File: src/rtl/path_check_pkg.sv
// Shared types and constants for the PRBS7 data-path checker.
// Holds the checker FSM encoding, PRBS7 seed/taps and the LFSR step function.
package path_check_pkg;

  typedef enum logic [1:0] {
    ST_IDLE  = 2'd0,
    ST_FILL  = 2'd1,
    ST_CHECK = 2'd2
  } state_t;

  localparam logic [6:0] PRBS_SEED   = 7'h7F;
  localparam int         PRBS_TAP_HI = 6;
  localparam int         PRBS_TAP_LO = 5;

  // One step of the x^7+x^6+1 Fibonacci LFSR, feedback entering at bit 0.
  function automatic logic [6:0] prbs7_next(input logic [6:0] cur);
    return {cur[5:0], cur[PRBS_TAP_HI] ^ cur[PRBS_TAP_LO]};
  endfunction

endpackage

File: src/rtl/prbs7_gen.sv
// PRBS7 stimulus source: LFSR advances only while enabled, output bit registered.
module prbs7_gen
  import path_check_pkg::*;
(
  input  logic clk,
  input  logic rst,
  input  logic en,
  output logic prbs_bit
);

  logic [6:0] lfsr_r;

  // LFSR state and registered stimulus bit
  always_ff @(posedge clk) begin
    if (rst) begin
      lfsr_r   <= PRBS_SEED;
      prbs_bit <= 1'b0;
    end else begin
      if (en) begin
        lfsr_r <= prbs7_next(lfsr_r);
      end else begin
        lfsr_r <= lfsr_r;
      end
      prbs_bit <= lfsr_r[PRBS_TAP_HI];
    end
  end

endmodule

File: config.mk
export PLATFORM = sky130hd
export DESIGN_NAME = prbs7_gen
export DESIGN_NICKNAME = d
export VERILOG_FILES = /design/src/rtl/path_check_pkg.sv /design/src/rtl/prbs7_gen.sv
export SDC_FILE = /design/constraint.sdc
export NUM_CORES = 1
export LEC_CHECK = 0
export ABC_AREA = 1
export CELL_PAD_IN_SITES_DETAIL_PLACEMENT = 1
export CELL_PAD_IN_SITES_GLOBAL_PLACEMENT = 2
export CORE_AREA = 10 10 47 49
export CTS_BUF_LIST = sky130_fd_sc_hd__clkbuf_16
export DETAILED_ROUTE_END_ITERATION = 8
export DIE_AREA = 0 0 57 59
export MAX_ROUTING_LAYER = met4
export PLACE_DENSITY = 0.69
export SLEW_MARGIN = 20
export SYNTH_ARGS = -nofsm -noshare
export SYNTH_HDL_FRONTEND = slang
export SYNTH_SLANG_ARGS = --single-unit
File: constraint.sdc
create_clock -name clk -period 1.1 [get_ports clk]
set_clock_uncertainty 0.15 [all_clocks]
set_input_delay 0.11 -clock clk [delete_from_list [all_inputs] [get_ports clk]]
set_output_delay 0.11 -clock clk [all_outputs]
set_load 0.005 [all_outputs]
==> impl_metrics.env, run 1 <==
export IMPL_clock_sinks=8
export IMPL_synth_xor_area_share_pct=0
export IMPL_period_share_pct=93.2
export IMPL_antenna_found_initial=0
export IMPL_slowest_stage="dfxtp_1"
export IMPL_place_congestion=0.641
export IMPL_synthMuxAreaShare_pct=0
export IMPL_min_path_cells=2
export IMPL_ys_top_cells_by_area="dfxtp_1, nand2_1, nand3_1, buf_6, inv_1"
export IMPL_slew_headroom_pct=87.3
export IMPL_setup_violations=0
export IMPL_clock_latency_ps=230
export IMPL_setup_ws_ps=75.1
export IMPL_async_flop_share_pct=0
export IMPL_cp_top_family="flip-flops"
export IMPL_core_area_um2=1400
export IMPL_grt_pass1_wl_um=986
export IMPL_grt_pass1_vias=231
export IMPL_drt_total_wl_um=577
export IMPL_drt_iter0_drc=6
export IMPL_synthSimpleGateAreaFrac_pct=24.8
export IMPL_cts_tree="built"
export IMPL_rr_startpoint="lfsr_r[5]$_SDFFE_PP1P_"
export IMPL_io_buffers=3
export IMPL_synth_top_cell_by_area="dfxtp_1"
export IMPL_drcViolationCount=0
export IMPL_cp_max_fo=1
export IMPL_synth_distinct_cells=10
export IMPL_hold_viol=0
export IMPL_critical_path_max_stage_delay_ps=290
export IMPL_dieWidth_um=57
export IMPL_yosysTopAreaCellShare_pct=54.7
export IMPL_reg2reg_to="lfsr_r[0]$_SDFFE_PP1P_"
export IMPL_cp_cell_sequence="dlygate4sd2_1"
export IMPL_synth_top_family_by_area="simple AND/OR/NAND/NOR gates"
export IMPL_h_tree_depth=1
export IMPL_hpwlAfterDp_um=459
export IMPL_avgSynthCellArea_um2=8.13
export IMPL_min_period_ps=1020
export IMPL_grt_setup_unrepaired="no"
export IMPL_io_pin_count=4
export IMPL_grt_use_total_pct=3.92
export IMPL_wl_per_cell_um=9.95
export IMPL_drt_first_pass_iters=4
export IMPL_r2r_slack_ps=220
export IMPL_cts_made_buffers=3
export IMPL_clockBufferDepth=2
export IMPL_endpoint_kind="output port"
export IMPL_die_area_um2=3360
export IMPL_multi_input_area_um2=101
export IMPL_reg2regPathDepth=5
export IMPL_power_leakage_uw=0.000207
export IMPL_syn_nets=39
export IMPL_cellPowerDensity_nw_per_um2=2320
export IMPL_min_to="lfsr_r[4]$_SDFFE_PP1P_"
export IMPL_nets=47
export IMPL_grt_max_degree=11
export IMPL_yosysWarnings=0
export IMPL_worst_slew_pin_slew_ps=189
export IMPL_clk_pin_slew_ps=40
export IMPL_clockRootBuffer="clkbuf_16"
export IMPL_fp_dieH_um=59
export IMPL_finalPower_uw=985
export IMPL_worstHoldStart="lfsr_r[4]$_SDFFE_PP1P_"
export IMPL_antenna_left=0
export IMPL_synth_commonest_cells="nand2_1, dfxtp_1, nand3_1"
export IMPL_synthToLayoutAreaGrowth_pct=45.3
export IMPL_ys_seq_area_share_pct=54.7
export IMPL_min_path_type="reg2reg"
export IMPL_vias=244
export IMPL_drive_gt1_share_pct=14.3
export IMPL_synth_edf_count=0
export IMPL_crit_required_ps=840
export IMPL_run_status="finished, final reports clean"
export IMPL_synth_cells=36
export IMPL_slew_violations=0
export IMPL_nFillCells=174
export IMPL_seqCellArea_um2=160
export IMPL_holdWs_ps=303
export IMPL_synth_compound_area_share_pct=9.83
export IMPL_fmax_mhz=976
export IMPL_synth_ff_type="dfxtp_1"
export IMPL_cp_data_arrival_time_ps=760
export IMPL_ir_drop_mv=0.981
export IMPL_initial_core_util_pct=20.9
export IMPL_antenna_cells=0
export IMPL_grt_remaining_overflow=0
export IMPL_drv_cap=0
export IMPL_synth_area_um2=293
export IMPL_place_ws_ps=-135
export IMPL_path_class="reg2out"
export IMPL_synthAdderAreaFrac_pct=0
export IMPL_post_synth_top_count_cell="nand2_1"
export IMPL_crit_buf_inv=1
export IMPL_fp_row_count=14
export IMPL_cts_hold_buf=0
export IMPL_synth_seq_cells=8
export IMPL_critPathLaunchType="flip-flop"
export IMPL_via_per_inst=4.21
-- sequential cells by signal, summed over array words and instances, names as in the netlist --
signal and cells:
lfsr_r 7, prbs_bit 1
-- report_power, final --
part           switching, uW  internal [uW]  total (uW)
Clock                    130            467         597
Combinational           33.1           32.3        65.4
Sequential              10.4            312         323
Total                    173            812         985
-- cells by family after synthesis --
logic type	count (synthesis)
AND/OR/NAND/NOR	18
buffers and inverters	5
flip-flops	8
AO/OA/AOI/OAI	5
-- per-layer routing --
metal / global-route usage, % / wire length (um)
met1: 3.94 / 254
met4: 3.02 / 4
met2: 5.58 / 288
met5: - / 0
met3: 2.15 / 30
-- timing repair --
action                     4_1_cts  5_1_grt
setup endpoints to repair        1        0
gates resized for setup          1        0
buffers inserted                 0        0
-- area by class of cell --
cell class              instances  area share [%]
repair buffers                  4            11.5
clock buffers                   3            17.6
multi-input cells              23            23.8
well taps                      16            4.71
flip-flops and latches          8            37.6
inverters                       4            4.71
-- stage by stage --
stage	util (%)	area (um2)	TNS, ps	cells
after floorplan	-	293	0	36
after global placement	25.1	352	-562	55
after detailed placement	25.1	352	-696	55
after CTS	30.4	425	0	58
after global routing	30.4	425	0	58
final	30.4	425	0	58
-- placed cells by master (no fill, tap or decap), drive strengths merged --
| cell | netlist | final |
|---|---|---|
| nand3 | 4 | 4 |
| inv | 4 | 4 |
| dlygate4sd2 | 0 | 1 |
| a21oi | 3 | 3 |
| dfxtp | 8 | 8 |
| nor2 | 1 | 1 |
| clkdlybuf4s50 | 0 | 2 |
| nand2 | 13 | 13 |
| o21ai | 2 | 2 |
| buf | 1 | 1 |
| clkbuf | 0 | 3 |
-- worst max path at each step --
| stage | from | end | slack [ps] | depth (start not counted) |
|---|---|---|---|---|
| final | prbs_bit$_SDFF_PP0_ | prbs_bit | 80 | 1 |
| after global routing | prbs_bit$_SDFF_PP0_ | prbs_bit | 40 | 1 |
| after CTS | prbs_bit$_SDFF_PP0_ | prbs_bit | 60 | 1 |
| after detailed placement | en | lfsr_r[0]$_SDFFE_PP1P_ | -130 | 5 |
| after global placement | en | lfsr_r[0]$_SDFFE_PP1P_ | -120 | 5 |
| after floorplan | lfsr_r[5]$_SDFFE_PP1P_ | lfsr_r[0]$_SDFFE_PP1P_ | 310 | 5 |
No activity file was read; power rests on OpenSTA's default activity.
==> inputs of run 2 (changes only) <==
ABC_CLOCK_PERIOD_IN_PS = 1100   (was default)
==> results of run 2 <==
The final DEF is identical to that of run 1; final timing and power are the same.
==> inputs of run 3 (changes only) <==
SLEW_MARGIN = 25   (was 20)
==> results of run 3 <==
The final DEF is identical to that of run 1; final timing and power are the same.
